`src/rtl/uart_pkg.sv`:
```
`timescale 1ns/1ps
`default_nettype none
// ============================================================================
// Module      : uart_pkg
// Description : Shared constants, receiver state encoding and baud divisor
//               helper for the UART receive path.
// Revision    : 1.0  initial release
// ============================================================================
package uart_pkg;

    // Parity modes
    localparam int PAR_NONE = 0;
    localparam int PAR_ODD  = 1;
    localparam int PAR_EVEN = 2;

    // Oversampling factor of the receiver
    localparam int OVERSAMPLE = 16;

    // Receiver states
    typedef enum logic [2:0] {
        ST_IDLE   = 3'd0,
        ST_START  = 3'd1,
        ST_DATA   = 3'd2,
        ST_PARITY = 3'd3,
        ST_STOP   = 3'd4
    } rx_state_e;

    // Rounded sys_clk cycles per oversampling tick
    function automatic int calc_div(input longint clk_freq, input longint baud);
        longint l_den;
        l_den = baud * longint'(OVERSAMPLE);
        return int'((clk_freq + (l_den / 2)) / l_den);
    endfunction

endpackage : uart_pkg
`default_nettype wire

```
`src/rtl/sync_fifo.sv`:
```
`timescale 1ns/1ps
`default_nettype none
// ============================================================================
// Module      : sync_fifo
// Description : Single-clock first-word-fall-through FIFO. Head entry is
//               visible on o_data whenever o_empty is low; a pop advances it.
//               A push while full is accepted only if a pop happens in the
//               same cycle.
// Revision    : 1.0  initial release
// ============================================================================
module sync_fifo #(
    parameter int WIDTH = 8,
    parameter int DEPTH = 16
) (
    input  logic                     clk,
    input  logic                     rst_n,
    input  logic                     i_push,
    input  logic [WIDTH-1:0]         i_data,
    input  logic                     i_pop,
    output logic [WIDTH-1:0]         o_data,
    output logic                     o_full,
    output logic                     o_empty,
    output logic [$clog2(DEPTH):0]   o_count
);

    localparam int c_addr_w = $clog2(DEPTH);
    localparam int c_cnt_w  = c_addr_w + 1;
    localparam logic [c_cnt_w-1:0] c_full_cnt = c_cnt_w'(DEPTH);

    logic [WIDTH-1:0]    r_mem [DEPTH];
    logic [c_addr_w-1:0] r_wr_ptr;
    logic [c_addr_w-1:0] r_rd_ptr;
    logic [c_cnt_w-1:0]  r_count;

    logic w_full;
    logic w_empty;
    logic w_do_pop;
    logic w_do_push;

    assign w_full    = (r_count == c_full_cnt);
    assign w_empty   = (r_count == '0);
    assign w_do_pop  = i_pop & ~w_empty;
    // A full FIFO still takes a write when the head leaves in the same cycle
    assign w_do_push = i_push & (~w_full | w_do_pop);

    // Storage array; contents are don't-care until written
    always_ff @(posedge clk) begin
        if (w_do_push) begin
            r_mem[r_wr_ptr] <= i_data;
        end
    end

    // Pointer and occupancy bookkeeping
    always_ff @(posedge clk or negedge rst_n) begin
        if (!rst_n) begin
            r_wr_ptr <= '0;
            r_rd_ptr <= '0;
            r_count  <= '0;
        end else begin
            if (w_do_push) begin
                r_wr_ptr <= r_wr_ptr + 1'b1;
            end
            if (w_do_pop) begin
                r_rd_ptr <= r_rd_ptr + 1'b1;
            end
            case ({w_do_push, w_do_pop})
                2'b10:   r_count <= r_count + 1'b1;
                2'b01:   r_count <= r_count - 1'b1;
                default: ;
            endcase
        end
    end

    // Head is forced to zero while empty so stale storage never shows
    assign o_data  = w_empty ? '0 : r_mem[r_rd_ptr];
    assign o_full  = w_full;
    assign o_empty = w_empty;
    assign o_count = r_count;

endmodule : sync_fifo
`default_nettype wire

```
`src/rtl/uart_rx_fifo.sv`:
```
`timescale 1ns/1ps
`default_nettype none
// ============================================================================
// Module      : uart_rx_fifo
// Description : 16x oversampling UART receiver with majority-vote sampling,
//               configurable data width / parity / stop bits, feeding a FWFT
//               receive FIFO that carries per-character error flags.
// Revision    : 1.0  initial release
// ============================================================================
module uart_rx_fifo
    import uart_pkg::*;
#(
    parameter int CLK_FREQ   = 50_000_000,
    parameter int BAUD       = 115200,
    parameter int DATA_BITS  = 8,
    parameter int PARITY     = 0,
    parameter int STOP_BITS  = 1,
    parameter int FIFO_DEPTH = 16
) (
    input  logic                          sys_clk,
    input  logic                          sys_resetn,
    input  logic                          rx,
    output logic [DATA_BITS-1:0]          m_data,
    output logic                          m_perr,
    output logic                          m_ferr,
    output logic                          m_break,
    output logic                          m_valid,
    input  logic                          m_ready,
    output logic [$clog2(FIFO_DEPTH):0]   count,
    output logic                          overflow,
    input  logic                          clr_ovf
);

    localparam int c_div    = calc_div(CLK_FREQ, BAUD);
    localparam int c_div_w  = (c_div > 1) ? $clog2(c_div) : 1;
    localparam int c_idx_w  = $clog2(DATA_BITS);
    localparam int c_fifo_w = DATA_BITS + 3;

    localparam logic [c_div_w-1:0] c_div_last = c_div_w'(c_div - 1);
    localparam logic [c_idx_w-1:0] c_last_idx = c_idx_w'(DATA_BITS - 1);

    localparam logic [2:0] c_st_idle   = ST_IDLE;
    localparam logic [2:0] c_st_start  = ST_START;
    localparam logic [2:0] c_st_data   = ST_DATA;
    localparam logic [2:0] c_st_parity = ST_PARITY;
    localparam logic [2:0] c_st_stop   = ST_STOP;

    // Synchroniser and edge detect
    logic r_rx_meta;
    logic r_rx_sync;
    logic r_rx_prev;
    logic w_fall;

    // Timing
    logic [c_div_w-1:0] r_div_cnt;
    logic [3:0]         r_tick_cnt;
    logic               w_tick;
    logic               w_decide;
    logic               w_bit_end;

    // Sampling and frame assembly
    logic                 r_s7;
    logic                 r_s8;
    logic                 w_bit;
    logic [2:0]           r_state;
    logic [DATA_BITS-1:0] r_shift;
    logic [c_idx_w-1:0]   r_bit_idx;
    logic                 r_stop_idx;
    logic                 r_perr;
    logic                 r_ferr;
    logic                 w_last_stop;
    logic                 w_par_sum;
    logic                 w_perr_bit;
    logic                 w_ferr_final;
    logic                 w_break;

    // FIFO side
    logic                r_push;
    logic [c_fifo_w-1:0] r_push_data;
    logic [c_fifo_w-1:0] w_head;
    logic                w_full;
    logic                w_empty;
    logic                w_drop;
    logic                r_overflow;

    // Two-flop synchroniser plus one history flop for start-edge detection
    always_ff @(posedge sys_clk or negedge sys_resetn) begin
        if (!sys_resetn) begin
            r_rx_meta <= 1'b1;
            r_rx_sync <= 1'b1;
            r_rx_prev <= 1'b1;
        end else begin
            r_rx_meta <= rx;
            r_rx_sync <= r_rx_meta;
            r_rx_prev <= r_rx_sync;
        end
    end

    assign w_fall = r_rx_prev & ~r_rx_sync;

    // Tick divider held at zero while idle so bit timing starts at the edge
    always_ff @(posedge sys_clk or negedge sys_resetn) begin
        if (!sys_resetn) begin
            r_div_cnt <= '0;
        end else if (r_state == c_st_idle) begin
            r_div_cnt <= '0;
        end else if (r_div_cnt == c_div_last) begin
            r_div_cnt <= '0;
        end else begin
            r_div_cnt <= r_div_cnt + 1'b1;
        end
    end

    assign w_tick    = (r_state != c_st_idle) && (r_div_cnt == c_div_last);
    assign w_decide  = w_tick && (r_tick_cnt == 4'd9);
    assign w_bit_end = w_tick && (r_tick_cnt == 4'd15);

    // Majority of the samples at ticks 7, 8 and the live value at tick 9
    assign w_bit = (r_s7 & r_s8) | (r_s7 & r_rx_sync) | (r_s8 & r_rx_sync);

    assign w_par_sum    = (^r_shift) ^ w_bit;
    assign w_perr_bit   = (PARITY == PAR_ODD) ? ~w_par_sum : w_par_sum;
    assign w_ferr_final = r_ferr | ~w_bit;
    assign w_break      = (r_shift == '0) && w_ferr_final;
    assign w_last_stop  = (STOP_BITS == 1) ? 1'b1 : r_stop_idx;

    // Receive state machine; the frame is pushed at the final stop decision
    // and the receiver returns to idle mid stop bit to resync early
    always_ff @(posedge sys_clk or negedge sys_resetn) begin
        if (!sys_resetn) begin
            r_state     <= c_st_idle;
            r_tick_cnt  <= '0;
            r_s7        <= 1'b1;
            r_s8        <= 1'b1;
            r_shift     <= '0;
            r_bit_idx   <= '0;
            r_stop_idx  <= 1'b0;
            r_perr      <= 1'b0;
            r_ferr      <= 1'b0;
            r_push      <= 1'b0;
            r_push_data <= '0;
        end else begin
            r_push <= 1'b0;
            if (r_state == c_st_idle) begin
                if (w_fall) begin
                    r_state    <= c_st_start;
                    r_tick_cnt <= '0;
                    r_bit_idx  <= '0;
                    r_stop_idx <= 1'b0;
                    r_perr     <= 1'b0;
                    r_ferr     <= 1'b0;
                end
            end else if (w_tick) begin
                r_tick_cnt <= r_tick_cnt + 4'd1;
                if (r_tick_cnt == 4'd7) begin
                    r_s7 <= r_rx_sync;
                end
                if (r_tick_cnt == 4'd8) begin
                    r_s8 <= r_rx_sync;
                end
                case (r_state)
                    c_st_start: begin
                        if (w_decide && w_bit) begin
                            r_state <= c_st_idle;
                        end else if (w_bit_end) begin
                            r_state <= c_st_data;
                        end
                    end
                    c_st_data: begin
                        if (w_decide) begin
                            r_shift <= {w_bit, r_shift[DATA_BITS-1:1]};
                        end
                        if (w_bit_end) begin
                            if (r_bit_idx == c_last_idx) begin
                                r_bit_idx <= '0;
                                r_state   <= (PARITY != PAR_NONE) ? c_st_parity : c_st_stop;
                            end else begin
                                r_bit_idx <= r_bit_idx + 1'b1;
                            end
                        end
                    end
                    c_st_parity: begin
                        if (w_decide) begin
                            r_perr <= w_perr_bit;
                        end
                        if (w_bit_end) begin
                            r_state <= c_st_stop;
                        end
                    end
                    c_st_stop: begin
                        if (w_decide) begin
                            if (w_last_stop) begin
                                r_push      <= 1'b1;
                                r_push_data <= {w_break, w_ferr_final, r_perr, r_shift};
                                r_state     <= c_st_idle;
                            end else begin
                                r_ferr <= w_ferr_final;
                            end
                        end else if (w_bit_end) begin
                            r_stop_idx <= 1'b1;
                        end
                    end
                    default: r_state <= c_st_idle;
                endcase
            end
        end
    end

    sync_fifo #(
        .WIDTH (c_fifo_w),
        .DEPTH (FIFO_DEPTH)
    ) u_fifo (
        .clk     (sys_clk),
        .rst_n   (sys_resetn),
        .i_push  (r_push),
        .i_data  (r_push_data),
        .i_pop   (m_ready),
        .o_data  (w_head),
        .o_full  (w_full),
        .o_empty (w_empty),
        .o_count (count)
    );

    // A push is lost only when full and the head is not leaving this cycle
    assign w_drop = r_push & w_full & ~(m_ready & ~w_empty);

    // Sticky overflow flag; a new drop outranks a clear request
    always_ff @(posedge sys_clk or negedge sys_resetn) begin
        if (!sys_resetn) begin
            r_overflow <= 1'b0;
        end else if (w_drop) begin
            r_overflow <= 1'b1;
        end else if (clr_ovf) begin
            r_overflow <= 1'b0;
        end
    end

    assign m_data   = w_head[DATA_BITS-1:0];
    assign m_perr   = w_head[DATA_BITS];
    assign m_ferr   = w_head[DATA_BITS+1];
    assign m_break  = w_head[DATA_BITS+2];
    assign m_valid  = ~w_empty;
    assign overflow = r_overflow;

endmodule : uart_rx_fifo
`default_nettype wire

```
`config.mk`:
```
export PLATFORM = sky130hd
export DESIGN_NAME = uart_rx_fifo
export DESIGN_NICKNAME = d
export VERILOG_FILES = /design/src/rtl/uart_pkg.sv /design/src/rtl/sync_fifo.sv /design/src/rtl/uart_rx_fifo.sv
export SDC_FILE = /design/constraint.sdc
export NUM_CORES = 1
export LEC_CHECK = 0
export ABC_AREA = 1
export ABC_CLOCK_PERIOD_IN_PS = 2700
export CAP_MARGIN = 5
export CORE_MARGIN = 4
export CORE_UTILIZATION = 55
export DETAILED_ROUTE_END_ITERATION = 12
export PLACE_DENSITY = 0.75
export SLEW_MARGIN = 25
export SYNTH_ARGS = -nofsm -noshare
export SYNTH_HDL_FRONTEND = slang
export SYNTH_SLANG_ARGS = --single-unit
```
`constraint.sdc`:
```
create_clock -name sys_clk -period 2.7 [get_ports sys_clk]
set_clock_uncertainty 0.15 [all_clocks]
set_input_delay 0.54 -clock sys_clk [delete_from_list [all_inputs] [get_ports sys_clk]]
set_output_delay 0.54 -clock sys_clk [all_outputs]
set_load 0.05 [all_outputs]
```
**After elaboration in Yosys (flattened, before gate mapping)**

Memory sizes are Yosys's and may differ from the RTL's.
Cells that the tools add are included.

- Register bits after elaboration: 55
- Latch bits: 0
- RAM bits: 176
- Bits in read-only memories: 0
- Input port bits: 5
- Output and inout bits: 18
- Logic and storage cells: 123
- Memories kept: 1

- Add/sub/neg operators: 7
- Multipliers: 0
- Div/mod/pow operators: 0
- Order comparisons: 0
- Eq/ne operators: 19
- Shift-type cells: 0
- Muxes and demuxes: 36
- Bitwise operators: 18
- Reductions and logical operators: 25

Memory list:

| name | depth | width | rd ports | clocked after Yosys merged registers in | write ports | line | text |
|---|---|---|---|---|---|---|---|
| u_fifo.r_mem | 16 | 11 | 1 | 0 | 1 | sync_fifo.sv:30 | `logic [WIDTH-1:0] r_mem [DEPTH];` |

Operator list:

| kind | number |
|---|---|
| $mux 3 | 15 |
| $reduce_and 4->1 | 4 |
| $reduce_bool 2->1 | 7 |
| $mux 1 | 13 |
| $add 4x1->4 const B | 3 |
| $eq 4x4->1 const B | 3 |
| $mux 4 | 3 |
| $ne 3x3->1 const B | 4 |
| $pmux 3 s4 | 1 |
| $mux 11 | 1 |
| $add 5x1->5 const B | 2 |
| $eq 5x5->1 const B | 2 |
| $mux 5 | 2 |
| $pmux 5 s2 | 1 |
| $and 1x1->1 | 8 |
| $logic_not 8->1 | 1 |
| $reduce_xor 8->1 | 1 |
| $reduce_and 7->1 | 1 |
| $eq 3x2->1 const B | 2 |
| $eq 3x3->1 const B | 2 |
| $not 1->1 | 6 |
| $reduce_and 3->1 | 2 |
| $logic_and 1x1->1 | 5 |
| $logic_not 5->1 | 1 |
| other kinds (13) | 15 |

**Depth between registers and ports, before layout**

- Word-level depth: 8
- Gate-level depth with buffers: 14

**Cells and area by module**

Synthesis repeated with hierarchy kept, for this count alone.

- Cells, all modules: 910
- Area, all modules: 10092.2 um^2

Modules (own cells, without submodules):

| module | times used | cells an instance | area each (um^2) |
|---|---|---|---|
| sync_fifo | 1 | 683 | 7965.1 |
| uart_rx_fifo | 1 | 227 | 2127.0 |

**Worst setup path before layout**

OpenSTA, ideal clock, no wires.

- Path type: reg2out
- Start: register u_fifo.r_count[0] (netlist: u_fifo.o_count[0])
- End: output port m_break
- Arrival time: 2212 ps
- Required time: 2010 ps
- Path slack: -202 ps
- Cell stages (with the launch flop): 6
- Path through: dfrtp_1 -> nor2_1 -> nand3_2 -> inv_1 -> clkbuf_1 -> a21oi_1

- Word-level cells in the longest chain between the ends: 2

Ends and longest elaborated chain:

| item | line | text |
|---|---|---|
| start: declaration | sync_fifo.sv:33 | `logic [c_cnt_w-1:0] r_count;` |
| start signal: assignment | sync_fifo.sv:67 | `2'b10: r_count <= r_count + 1'b1;` |
| start signal: assignment | sync_fifo.sv:68 | `2'b01: r_count <= r_count - 1'b1;` |
| $logic_not 5->1 | sync_fifo.sv:41 | `assign w_empty = (r_count == '0);` |
| $mux 11 | sync_fifo.sv:75 | `assign o_data = w_empty ? '0 : r_mem[r_rd_ptr];` |
| end: declaration | uart_rx_fifo.sv:26 | `output logic m_break,` |

No other way between the ends.

**Final worst setup path**

- Start: register u_fifo.r_rd_ptr[0]
- End: output port m_data[5]

- Word-level cells in the longest chain between the ends: 2

Ends and longest elaborated chain:

| item | line | text |
|---|---|---|
| start: declaration | sync_fifo.sv:32 | `logic [c_addr_w-1:0] r_rd_ptr;` |
| start signal: assignment | sync_fifo.sv:64 | `r_rd_ptr <= r_rd_ptr + 1'b1;` |
| $mem_v2 16x11 | -- |  |
| $mux 11 | sync_fifo.sv:75 |  |
| end: declaration | uart_rx_fifo.sv:23 | `output logic [DATA_BITS-1:0] m_data,` |

No other way between the ends.

==> flow_metrics.env <==
export IMPL_max_stage_delay_ns=0.41
export IMPL_drt_iter0_markers=832
export IMPL_synth_cells=813
export IMPL_diodes=0
export IMPL_drive_above_1_share=0.206
export IMPL_busiest_layer="met2"
export IMPL_cp_top_family="compound AO/OA/AOI/OAI gates"
export IMPL_drt_first_pass_iters=7
export IMPL_nets=909
export IMPL_critPathCaptureType="output port"
export IMPL_grt_pass1_wl_mm=37.6
export IMPL_cp_start_kind="flop"
export IMPL_routed_wl_mm=24.8
export IMPL_rsz0062_at_grt="yes"
export IMPL_clk_insertion_delay_late_ns=0.51
export IMPL_power_density_mw_per_mm2=1150
export IMPL_fp_coreArea_sq_mm=0.0173
export IMPL_io_buffers=22
export IMPL_clock_sinks=231
export IMPL_met1_usage=0.318
export IMPL_path_common_cell="buf_12"
export IMPL_via_per_inst=6.14
export IMPL_syn_nets=835
export IMPL_gr_usage_met2=0.400
export IMPL_cap_viol_max_count=0
export IMPL_hold_viol_final=0
export IMPL_yosysTopAreaCell="edfxtp_1"
export IMPL_num_rows=48
export IMPL_holdWs_ns=0.207
export IMPL_criticalPathCategory="reg2out"
export IMPL_synth_top_area_frac=0.546
export IMPL_drtAntennaViolNets=0
export IMPL_final_common_cell="edfxtp_1"
export IMPL_synth_area_per_cell_sq_um=11.9
export IMPL_grt_max_degree=28
export IMPL_setup_violations=11
export IMPL_cp_arrival_ns=2.27
export IMPL_fin_crit_sh=1.10
export IMPL_total_power_mw=13.8
export IMPL_die_w_um=141
export IMPL_crit_fanout=20
export IMPL_die_area_sq_mm=0.0198
export IMPL_gp_congestion=0.924
export IMPL_htree_levels=1
export IMPL_cpMaxStageDelayCell="dfrtp_2"
export IMPL_die_h_um=141
export IMPL_leakagePower_nw=4.90
export IMPL_grt_overflow_total=0
export IMPL_path_cells="buf_12, buf_12, o21ai_0, o22ai_1, o21ai_2, a21oi_2, buf_12"
export IMPL_dp_hpwl_mm=13.4
export IMPL_grt_pass1_vias=6770
export IMPL_slew_headroom=0.411
export IMPL_instances_no_fill=1127
export IMPL_synth_area_leaders="edfxtp_1, dfrtp_1, o21ai_0"
export IMPL_outcome="finished with violations"
export IMPL_report_final_slew_viol_count=0
export IMPL_grt_usage=0.245
export IMPL_num_vias=6919
export IMPL_path_buf_inv=3
export IMPL_ys_types=37
export IMPL_worst_slack_ns=-0.265
export IMPL_synth_seq_cells=231
export IMPL_final_setup_tns_ns=-2.25
export IMPL_min_period_ns=2.96
export IMPL_ys_seq_area_frac=0.689
export IMPL_cts_buffer_depth=3
export IMPL_vdd_ir_drop_max_mv=1.37
export IMPL_clkTransAtPathRegs_ns=0.06
export IMPL_avgRoutedWirePerCell_um=22.0
export IMPL_dp_cells=1057
export IMPL_cts_buffers=23
export IMPL_cts_root_buf="clkbuf_16"
export IMPL_use_met3=0.0573
export IMPL_worst_slew_pin_slew_ns=0.884
export IMPL_fmax_mhz=337
export IMPL_syn_area_sq_mm=0.00968
export IMPL_drc=0
export IMPL_yosys_warnings=0
export IMPL_layout_common_cells="edfxtp_1, nor2_1, nand2_1"
export IMPL_crit_required_ns=2.01
export IMPL_ioPinCount=23
export IMPL_hp_class="reg2reg"
export IMPL_syn2layout_area_growth_pct=24.3
export IMPL_violations="setup timing"
export IMPL_start_util=0.559
export IMPL_final_util=0.695
export IMPL_cts_tree="yes"
export IMPL_antenna_found_initial=0
## worst paths after layout
kind | from | end | slack, ns | depth (start not counted)
min in group asynchronous | sys_resetn | u_fifo.o_count[1]$_DFFE_PN0P_ | 0.36 | 2
max in group asynchronous | sys_resetn | r_rx_prev$_DFF_PN1_ | 1.40 | 3
max | u_fifo.r_rd_ptr[0]$_DFFE_PN0N_ | m_data[5] | -0.26 | 7
min | r_rx_meta$_DFF_PN1_ | r_rx_sync$_DFF_PN1_ | 0.21 | 0
min reg2reg | r_rx_meta$_DFF_PN1_ | r_rx_sync$_DFF_PN1_ | 0.21 | 0
max reg2reg | u_fifo.o_count[3]$_DFFE_PN0P_ | u_fifo.o_count[4]$_DFFE_PN0P_ | 0.63 | 13
## routing by layer
metal / part of all wire / wire [um]
met1: 0.38 / 9330
met2: 0.48 / 12000
met3: 0.098 / 2420
met4: 0.043 / 1080
met5: 0 / 0
## cells by family (layout without fill, tap and decap cells)
family | after synthesis | in the layout | synth area share
simple gates | 271 | 271 | 0.122
xor+xnor | 15 | 15 | 0.0136
flops | 231 | 231 | 0.689
buf+inv | 92 | 181 | 0.0392
compound gates | 187 | 187 | 0.114
fa+ha+maj | 17 | 17 | 0.0220
## flip-flops by register name, summed over array words and instances, names as in the netlist, 3 cells and up
| register | cells |
|---|---|
| r_tick_cnt | 4 |
| u_fifo.o_count | 5 |
| r_state | 3 |
| r_shift | 8 |
| u_fifo.r_mem | 176 |
| u_fifo.r_rd_ptr | 4 |
| u_fifo.r_wr_ptr | 4 |
| r_push_data | 11 |
| r_bit_idx | 3 |
| r_div_cnt | 5 |
## per-stage QoR
step / setup WS [ns] / cell area, sq um
after floorplan: -0.202 / 9680
after global placement: 0.217 / 10400
after detailed placement: 0.179 / 10400
after CTS: -0.209 / 11800
after global routing: -0.295 / 12000
final: -0.265 / 12000
## repair_timing
action | in CTS | in global routing
endpoints found under the setup margin | 12 | 11
buffers inserted | 9 | 5
pin swaps | 35 | 31
cloned | 12 | 3
hold buffers | 1 | 0
resized for setup | 79 | 26
endpoints found under the hold margin | 13 | 0
## cell usage after synthesis
master    number
o21ai_1       20
inv_4          1
dfrtp_1       50
nor3b_1        1
xnor2_1        4
inv_1         47
o221ai_1      38
ha_1          17
dfstp_2        5
nor3_2         1
a21oi_1       13
nand2_1       84
buf_1          1
nand2_4        2
nand3_1       29
o21ai_2        3
nor2_1       125
edfxtp_1     176
o31ai_1        1
nor2_8         1
nand4_1       11
clkbuf_1      22
o21ai_0      105
nand4_2        1
clkinv_2       1
buf_4          2
nor2_2         3
xor2_1        11
nand3_2        4
nand2_2        5
inv_2          5
buf_2         12
o21a_1         1
o22ai_1        6
buf_6          1
nand3b_1       1
nor3_1         3
## final cells by class
class / instances / area, sq um
Tap cell: 225 / 282
Timing Repair Buffer: 87 / 1280
Clock inverter: 8 / 95.1
Multi-Input combinational cell: 490 / 2880
Sequential cell: 231 / 6670
Clock buffer: 32 / 609
Fill cell: 1107 / 5270
Inverter: 54 / 211
## where the power goes
group	switching, mW	leakage, nW	internal [mW]	total, mW
Sequential	0.140	2.75	3.91	4.05
Clock	1.27	0.331	1.76	3.03
Combinational	3.81	1.81	2.89	6.70
Note: power is estimated with default switching activity, not from simulation.
